### src/rtl/audio_pkg.sv
// Shared audio-path definitions: PWM framing constants, counter widths and
// the decoder state encoding.
package audio_pkg;

  localparam int unsigned PWM_PERIOD   = 4095;
  localparam int unsigned CNT_W        = 13;
  localparam int unsigned SAMPLE_W     = 12;

  localparam int unsigned DEC_PERIOD   = PWM_PERIOD;
  localparam int unsigned DEC_TOL      = 4;
  localparam int unsigned DEC_LOCK_CNT = 3;

  typedef enum logic [1:0] {
    ST_IDLE    = 2'd0,
    ST_MEASURE = 2'd1,
    ST_STUCK   = 2'd2
  } dec_state_t;

  function automatic logic [CNT_W-1:0] sat_inc(input logic [CNT_W-1:0] v);
    return (&v) ? v : v + 1'b1;
  endfunction

endpackage

### src/rtl/sync_edge.sv
// Two-flop synchroniser for an asynchronous input, plus a third flop that
// turns the synchronised level into a single-cycle rising-edge strobe.
module sync_edge (
  input  logic clk,
  input  logic rst_n,
  input  logic i_async,
  output logic o_level,
  output logic o_rise
);

  logic r_s1;
  logic r_s2;
  logic r_s3;

  always_ff @(posedge clk) begin
    if (!rst_n) begin
      r_s1 <= 1'b0;
      r_s2 <= 1'b0;
      r_s3 <= 1'b0;
    end else begin
      r_s1 <= i_async;
      r_s2 <= r_s1;
      r_s3 <= r_s2;
    end
  end

  assign o_level = r_s2;
  assign o_rise  = r_s2 & ~r_s3;

endmodule

### src/rtl/pwm_decoder.sv
// Recovers duty-cycle samples from a PWM audio stream, measures its period,
// flags out-of-tolerance periods and a stuck input, and reports lock.
module pwm_decoder
  import audio_pkg::*;
#(
  parameter int unsigned PERIOD   = DEC_PERIOD,
  parameter int unsigned TOL      = DEC_TOL,
  parameter int unsigned LOCK_CNT = DEC_LOCK_CNT
) (
  input  logic                clk,
  input  logic                rst_n,
  input  logic                pwm_in,
  output logic [SAMPLE_W-1:0] sample,
  output logic                sample_valid,
  output logic [CNT_W-1:0]    period,
  output logic                period_err,
  output logic                stuck,
  output logic                locked
);

  localparam int unsigned       LOCK_W     = (LOCK_CNT < 1) ? 1 : $clog2(LOCK_CNT + 1);
  localparam logic [CNT_W-1:0]  PER_C      = CNT_W'(PERIOD);
  localparam logic [CNT_W-1:0]  TIMEOUT_C  = CNT_W'(2 * PERIOD);
  localparam logic [CNT_W-1:0]  TOL_C      = CNT_W'(TOL);
  localparam logic [CNT_W-1:0]  ONE_C      = CNT_W'(1);
  localparam logic [LOCK_W-1:0] LOCK_C     = LOCK_W'(LOCK_CNT);
  localparam logic [SAMPLE_W-1:0] SMP_MAX  = '1;

  logic w_level;
  logic w_rise;

  dec_state_t r_state, w_state_nxt;
  logic [CNT_W-1:0]    r_per_cnt, w_per_nxt;
  logic [CNT_W-1:0]    r_hi_cnt, w_hi_nxt;
  logic [SAMPLE_W-1:0] r_sample, w_sample_nxt;
  logic                r_valid, w_valid_nxt;
  logic [CNT_W-1:0]    r_period, w_period_nxt;
  logic                r_err, w_err_nxt;
  logic                r_stuck, w_stuck_nxt;
  logic [LOCK_W-1:0]   r_lock_cnt, w_lock_nxt;

  logic [CNT_W-1:0]    w_per_dev;
  logic                w_per_bad;
  logic [SAMPLE_W-1:0] w_hi_clip;
  logic [SAMPLE_W-1:0] w_level_smp;
  logic [LOCK_W-1:0]   w_lock_inc;

  sync_edge u_sync (
    .clk     (clk),
    .rst_n   (rst_n),
    .i_async (pwm_in),
    .o_level (w_level),
    .o_rise  (w_rise)
  );

  assign w_per_dev   = (r_per_cnt >= PER_C) ? (r_per_cnt - PER_C) : (PER_C - r_per_cnt);
  assign w_per_bad   = (w_per_dev > TOL_C);
  assign w_hi_clip   = (r_hi_cnt > CNT_W'(SMP_MAX)) ? SMP_MAX : r_hi_cnt[SAMPLE_W-1:0];
  assign w_level_smp = w_level ? SMP_MAX : '0;
  assign w_lock_inc  = (r_lock_cnt >= LOCK_C) ? r_lock_cnt : r_lock_cnt + 1'b1;

  always_ff @(posedge clk) begin
    if (!rst_n) begin
      r_state <= ST_IDLE;
    end else begin
      r_state <= w_state_nxt;
    end
  end

  // A rise restarts both counters at 1: the edge cycle is the first cycle of
  // the new period and is already high.
  always_comb begin
    w_state_nxt  = r_state;
    w_per_nxt    = r_per_cnt;
    w_hi_nxt     = r_hi_cnt;
    w_sample_nxt = r_sample;
    w_valid_nxt  = 1'b0;
    w_period_nxt = r_period;
    w_err_nxt    = r_err;
    w_stuck_nxt  = r_stuck;
    w_lock_nxt   = r_lock_cnt;

    unique case (r_state)
      ST_IDLE: begin
        if (w_rise) begin
          w_state_nxt = ST_MEASURE;
          w_per_nxt   = ONE_C;
          w_hi_nxt    = ONE_C;
        end
      end

      ST_MEASURE: begin
        if (w_rise) begin
          w_per_nxt    = ONE_C;
          w_hi_nxt     = ONE_C;
          w_period_nxt = r_per_cnt;
          w_sample_nxt = w_hi_clip;
          w_valid_nxt  = 1'b1;
          w_err_nxt    = w_per_bad;
          w_lock_nxt   = w_per_bad ? '0 : w_lock_inc;
        end else if (r_per_cnt >= TIMEOUT_C) begin
          w_state_nxt  = ST_STUCK;
          w_stuck_nxt  = 1'b1;
          w_sample_nxt = w_level_smp;
          w_valid_nxt  = 1'b1;
          w_period_nxt = PER_C;
          w_err_nxt    = 1'b0;
          w_lock_nxt   = '0;
          w_per_nxt    = ONE_C;
          w_hi_nxt     = '0;
        end else begin
          w_per_nxt = sat_inc(r_per_cnt);
          w_hi_nxt  = w_level ? sat_inc(r_hi_cnt) : r_hi_cnt;
        end
      end

      ST_STUCK: begin
        if (w_rise) begin
          w_state_nxt = ST_MEASURE;
          w_stuck_nxt = 1'b0;
          w_per_nxt   = ONE_C;
          w_hi_nxt    = ONE_C;
        end else if (r_per_cnt >= PER_C) begin
          w_per_nxt    = ONE_C;
          w_sample_nxt = w_level_smp;
          w_valid_nxt  = 1'b1;
        end else begin
          w_per_nxt = sat_inc(r_per_cnt);
        end
      end

      default: begin
        w_state_nxt = ST_IDLE;
      end
    endcase
  end

  always_ff @(posedge clk) begin
    if (!rst_n) begin
      r_per_cnt  <= '0;
      r_hi_cnt   <= '0;
      r_sample   <= '0;
      r_valid    <= 1'b0;
      r_period   <= '0;
      r_err      <= 1'b0;
      r_stuck    <= 1'b0;
      r_lock_cnt <= '0;
    end else begin
      r_per_cnt  <= w_per_nxt;
      r_hi_cnt   <= w_hi_nxt;
      r_sample   <= w_sample_nxt;
      r_valid    <= w_valid_nxt;
      r_period   <= w_period_nxt;
      r_err      <= w_err_nxt;
      r_stuck    <= w_stuck_nxt;
      r_lock_cnt <= w_lock_nxt;
    end
  end

  assign sample       = r_sample;
  assign sample_valid = r_valid;
  assign period       = r_period;
  assign period_err   = r_err;
  assign stuck        = r_stuck;
  assign locked       = (r_lock_cnt >= LOCK_C);

endmodule
### config.mk
export PLATFORM = sky130hd
export DESIGN_NAME = pwm_decoder
export DESIGN_NICKNAME = d
export VERILOG_FILES = /design/src/rtl/audio_pkg.sv /design/src/rtl/sync_edge.sv /design/src/rtl/pwm_decoder.sv
export SDC_FILE = /design/constraint.sdc
export NUM_CORES = 1
export LEC_CHECK = 0
export ABC_CLOCK_PERIOD_IN_PS = 2850
export BUFFER_PORTS_ARGS = -buffer_cell sky130_fd_sc_hd__buf_2
export CORE_UTILIZATION = 56
export CTS_CLUSTER_SIZE = 25
export DETAILED_ROUTE_END_ITERATION = 8
export PLACE_DENSITY = 0.77
export SYNTH_ARGS = -nofsm -noshare
export SYNTH_HDL_FRONTEND = slang
export SYNTH_SLANG_ARGS = --single-unit
### constraint.sdc
create_clock -name clk -period 2.85 [get_ports clk]
set_clock_uncertainty 0.2 [all_clocks]
set_input_delay 0.4275 -clock clk [delete_from_list [all_inputs] [get_ports clk]]
set_output_delay 0.4275 -clock clk [all_outputs]
set_load 0.05 [all_outputs]
==> Word level (Yosys, flattened, before mapping) <==
Cells that the tools add are included.
{ "totals": {"latchBits": 0, "mem_bits_rw": 0, "wordCells": 93, "out_inout_bits": 29, "inputBits": 3, "regBits": 61, "romBits": 0, "n_memories": 0} }
{ "op_classes": {"shifts": 0, "n_mux": 41, "n_reduce_logical": 15, "order_cmp": 5, "n_bitwise": 2, "addsub": 5, "n_div": 0, "eq_ne": 13, "mul": 0} }
{ "ops": {"columns": ["op", "count"], "rows": [
  ["$mux 13", 13],
  ["$mux 12", 6],
  ["$pmux 13 s3", 1],
  ["$add 13x1->13 const B", 2],
  ["$pmux 13 s2", 1],
  ["$reduce_and 13->1", 2],
  ["$pmux 12 s2", 1],
  ["$mux 2", 7],
  ["$ge 13x12->1 const B", 1],
  ["$ge 13x13->1 const B", 1],
  ["$gt 13x12->1 const B", 1],
  ["$gt 13x3->1 const B", 1],
  ["$sub 12x13->13 const A", 1],
  ["$sub 13x12->13 const B", 1],
  ["$reduce_and 4->1", 3],
  ["$mux 1", 9],
  ["$ne 2x2->1 const B", 4],
  ["$ne 2x1->1 const B", 3],
  ["$reduce_and 3->1", 2],
  ["$reduce_bool 2->1", 3],
  ["$ne 4x2->1 const B", 1],
  ["$ne 4x3->1 const B", 1],
  ["$pmux 1 s2", 2],
  ["$pmux 2 s2", 1],
  ["12 further kinds", 13]
]} }

==> Logic depth before layout (Yosys ltp) <==
{ "depth": {"word_depth": 6, "depth_mapped": 10, "ltp_nobuf": 8} }

==> Hierarchy <==
Synthesis repeated with hierarchy kept, for this count alone.
{ "unflattened": {"hier_cells": 360, "area_unflattened_um2": 3045.4} }
{ "modules_own_cells": {"columns": ["module", "area_per_inst_um2", "n_inst", "cells_per_inst", "seq_area_each_um2"], "rows": [
  ["pwm_decoder", 2952.8, 1, 353, 1161.1],
  ["sync_edge", 92.6, 1, 7, 60.1]
]} }

==> Worst setup path after synthesis <==
No wires, ideal clock.
{ "synth_timing": {"path_kind": "reg-to-reg", "from": "reg r_per_cnt[0]", "to": "reg r_per_cnt[4]", "path_stages_with_launch": 11, "arrival_ps": 2083, "required_ps": 2522, "path_buffers": 3, "setup_slack_ps": 440, "setup_ps": 128, "period_less_slack_ps": 2410, "cell_sequence": "dfxtp_1 -> ha_1 -> clkbuf_1 -> and4_1 -> clkbuf_1 -> nand4_1 -> and2_1 -> clkbuf_1 -> nand4_1 -> xor2_1 -> nor2_1"} }
{ "synth_between": {"elab_chain_cells": 5, "word_cells_on_any_way": 10, "cone_classes": "add/sub: 1; order compare: 2; mux: 6; reduce/logical: 1"} }
{ "synth_lines": {"columns": ["element", "line", "source"], "rows": [
  ["from (decl)", "pwm_decoder.sv:33", "logic [CNT_W-1:0] r_per_cnt, w_per_nxt;"],
  ["from (signal assigned)", "pwm_decoder.sv:149", "r_per_cnt <= w_per_nxt;"],
  ["$add 13x1->13 or $reduce_and 13->1 (tied branches)", "audio_pkg.sv:20", "return (&v) ? v : v + 1'b1;"],
  ["$mux 13", "audio_pkg.sv:20", null],
  ["$mux 13 (on tied branches)", "pwm_decoder.sv:123, pwm_decoder.sv:101", null],
  ["$mux 13 (on tied branches)", "pwm_decoder.sv:118, pwm_decoder.sv:93", null],
  ["$pmux 13 s3 *", "pwm_decoder.sv:83", "unique case (r_state)"]
]} }
Mark *: on every way between the ends. The rest lies on a longest branch, timed or not.
A chain may end at the register's enable or synchronous reset.

==> Worst setup path after layout <==
{ "layout_timing": {"from": "reg r_per_cnt[5]", "to": "reg r_hi_cnt[11]"} }
{ "layout_between": {"elab_chain_cells": 4, "word_cells_on_any_way": 7, "cone_classes": "order compare: 1; eq/ne: 2; mux: 3; reduce/logical: 1"} }
{ "layout_lines": {"columns": ["element", "line", "source"], "rows": [
  ["$ge 13x13->1 *", "pwm_decoder.sv:101", "end else if (r_per_cnt >= TIMEOUT_C) begin"],
  ["$mux 13", "pwm_decoder.sv:101", null],
  ["$mux 13", "pwm_decoder.sv:93", "if (w_rise) begin"],
  ["$pmux 13 s2", "pwm_decoder.sv:83", null],
  ["to (signal assigned)", "pwm_decoder.sv:150", "r_hi_cnt <= w_hi_nxt;"],
  ["to (decl)", "pwm_decoder.sv:34", "logic [CNT_W-1:0] r_hi_cnt, w_hi_nxt;"]
]} }
Marks and branches as above.

==> summary.txt <==
Status
  – Status: finished clean

Timing
  – Worst Max-Slew Pin Slew: roughly 0.7 ns
  – Setup TNS: 0 ns
  – WHS: a little under 0.1 ns
  – F_max: 369 MHz
  – Slew Viols, Final: 0
  – Unrepaired setup endpoints after global routing: no
  – Period utilization: between 90% and 100%
  – Hold Vio Cnt, Final: 0
  – Minimum clock period: about 2.7 ns
  – Setup violators final: 0
  – Max_slew headroom: 53.0%

Route
  – Via Count: between 2000 and 3000
  – Final wirelength: between 7000 and 8000 um
  – Initial DRT Pass Iterations: 5
  – DR WL/cell: between 15 and 20 um
  – DRC: 0
  – Iter 0 DRT Violations: about 260
  – Post-route ant nets: 0
  – Via density per instance: ~6

Logic synthesis
  – Syn. warnings: 0
  – Synth top area share: 40.0%
  – EDFF count, synth: 0
  – Synth Flop Type: dfxtp_1
  – Seq/Total Area, Yosys: 40.0%
  – Area contributors post-synth: dfxtp_1, nand2_1, nor2_1, o221a_2, o21ai_0
  – Avg Cell Area, Syn: 8.47 sq um
  – Leading area contributor after synthesis: dfxtp_1
  – Flops & latches, synth: 61
  – Top post-synthesis cells by count: dfxtp_1, nand2_1, nor2_1
  – Syn Std Cell Area: just over 0.003 sq mm
  – Cell variety after synth: 54
  – Post-Syn Instances: 361
  – Ys async rst share: 0%
  – Most frequent cell after synthesis: dfxtp_1
  – Syn Nets: between 300 and 400

Power and ir drop
  – Sequential share of power: ~51%
  – Pwr Density: between 400 and 500 mW/mm^2
  – NetSw: 416 uW
  – Leakage power: about 1.4 nW
  – VDD IR max: ~0.3 mV
  – Combinational power share: between 6 and 7%
  – Switching portion of total power: ~24%
  – Clock share of power: around 43%
  – Pint: roughly 1.3 mW

Clock tree
  – CTS tree: done
  – Clock buffer count from CTS: 9
  – Clk sinks: between 60 and 70
  – H-tree levels: 3
  – Post-CTS Resized: 0
  – Hold_buf cts: 0
  – Clk slew on worst S/H paths: around 0.070 ns
  – Clock insertion delay at the later pin of the skew report: 0.34 ns
  – CTS root buffer: clkbuf_8
  – # Post-CTS Setup Buffers: 0
  – Clock buffer depth: 2

Floorplanning
  – I/O pins: 32
  – Die H: 75.9 um
  – Die W: between 70 and 80 um
  – Std cell rows: 26
  – Core area: 0.00517 sq mm
  – Initial Utilization: around 59%
  – Die ar.: between 0.005 and 0.006 sq mm

Final layout
  – N_diodes: 0
  – Final core utilization: 67.7%
  – Share of cells above drive strength 1: roughly a fifth
  – Fin nets: 403
  – Final Instance Count excl. Fillers: roughly 470
  – Area growth, synth to finish: 14.5%

Global routing
  – Initial antenna violation count: 0
  – Pin count of the biggest net entering global routing: 30
  – Global route total overflow: 0
  – Vias in the first global route: 2455
  – First-pass GRT wire length: approximately 12000 um
  – All-Layer GR Usage: around 28%

Critical path
  – Crit path to: r_hi_cnt[11]$_SDFFE_PN0P_
  – FF-to-FF path depth: 6
  – Crit path DAT: approximately 2.8 ns
  – R2R Path Start: r_per_cnt[5]$_SDFFE_PN0P_
  – R2r setup slk: about 0.14 ns
  – CP max FO: 16
  – Crit. End Element: flip-flop
  – Critical Path RT: between 2 and 3 ns
  – Worst setup path startpoint: r_per_cnt[5]$_SDFFE_PN0P_
  – Crit Path Class: flip-flop to flip-flop
  – Crit path cell chain: nand4_4 > nor4_4 > o311a_2 > o2bb2ai_2 > or4_1 > a21oi_1
  – Critical path's largest stage delay: 0.56 ns
  – Worst R2R End: r_hi_cnt[11]$_SDFFE_PN0P_
  – Crit path max-delay cell type: dfxtp_1
  – Worst setup SP type: flip-flop

Min path
  – Hold Startpoint: pwm_in
  – Worst hold path class: input pin to flip-flop

Placed design
  – Cells after DPL: between 400 and 500
  – PortBufs: 31
  – GP Congestion: around 0.94
  – DPL Wire Length: between 5000 and 6000 um

Run
  – Max Cap Violations: 0
how the worst min path moves through the flow:
stage / end / slack [ns] / cells past startpoint
2_1_floorplan: u_sync.o_level$_SDFF_PN0_ / 0.21 / 1
3_3_place_gp: u_sync.o_level$_SDFF_PN0_ / 0.21 / 1
3_5_place_dp: u_sync.o_level$_SDFF_PN0_ / 0.22 / 1
4_1_cts: u_sync.r_s1$_SDFF_PN0_ / 0.09 / 2
5_1_grt: u_sync.r_s1$_SDFF_PN0_ / 0.1 / 2
6_report: u_sync.r_s1$_SDFF_PN0_ / 0.1 / 2
state kept, by name (all words and copies together), names as in the netlist:
| register | flops |
|---|---|
| r_hi_cnt | 13 |
| u_sync.r_s3 | 1 |
| r_lock_cnt | 2 |
| period | 13 |
| period_err | 1 |
| r_state | 2 |
| stuck | 1 |
| sample | 12 |
| r_per_cnt | 13 |
| sample_valid | 1 |
| u_sync.r_s1 | 1 |
| u_sync.o_level | 1 |
cells in the final DEF, fill, tap and decap left out, types with 3 or more instances in the layout:
master    synthesis  final
a21o_1            3      3
a21oi_1          17     17
and2_1            7      7
and3_1            7      7
buf_2             7     31
buf_4             0     15
clkbuf_1         18      3
clkbuf_8          0      9
dfxtp_1          61     61
ha_1              7      7
inv_1             7      7
mux2i_1           6      6
nand2_1          38     38
nand2b_1          5      5
nand3_1          19     19
nand4_1          15     15
nor2_1           36     36
nor3_1            8      8
o21ai_0          22     22
o221a_2          12     12
o31ai_1           7      7
or3_1             3      3
or4_1             6      6
xnor2_1           3      3
xor2_1            9      9
worst max-delay path, delay by kind of cell, from the launching register on:
kind,cells,cell delay (ns)
AND/OR/NAND/NOR,3,1.25
AO/OA/AOI/OAI,3,0.62
flip-flops,1,0.56
power by group through the flow:
stage | Combinational, mW | Clock (mW) | Sequential, mW
after floorplan | 0.0715 | 0 | 0.895
after global placement | 0.109 | 0 | 0.888
after detailed placement | 0.112 | 0 | 0.888
after CTS | 0.113 | 0.743 | 0.869
after global routing | 0.125 | 0.787 | 0.870
final | 0.115 | 0.732 | 0.869
through the flow:
step	area [sq um]	worst slack, ns	total power, mW
finish	3500	0.141	1.72
global route	3500	0.0139	1.78
CTS	3490	0.155	1.73
detailed placement	3310	0.183	1.00
global placement	3310	0.204	0.996
floorplan	3060	0.440	0.967
kinds of logic after synthesis:
family                   after synthesis  synth area share, %
buffers and inverters                 33                 4.34
adder cells (fa/ha/maj)                7                 2.87
multiplexers                           6                 1.96
AND/OR/NAND/NOR                      157                 26.8
flip-flops                            61                 40.0
XOR/XNOR                              12                 3.44
AO/OA/AOI/OAI                         85                 20.6
cell type report:
| type | instances | area, sq um |
|---|---|---|
| clock buffer | 12 | 135 |
| clock inverter | 4 | 48.8 |
| timing repair buffer | 46 | 268 |
| sequential | 61 | 1220 |
| multi-input combinational | 267 | 1710 |
| tap | 70 | 87.6 |
| inverter | 8 | 30.0 |
| fill | 436 | 1670 |
layer usage:
metal	routed length, um	vias up	GRT usage [%]	share of wire [%]
met4	173	0	13.0	2.3
met2	3190	115	39.3	43
met5	0	-	0	0
li1	-	1390	-	-
met3	464	19	6.75	6.3
met1	3540	1324	38.8	48
(Power assumes the default switching activity.)
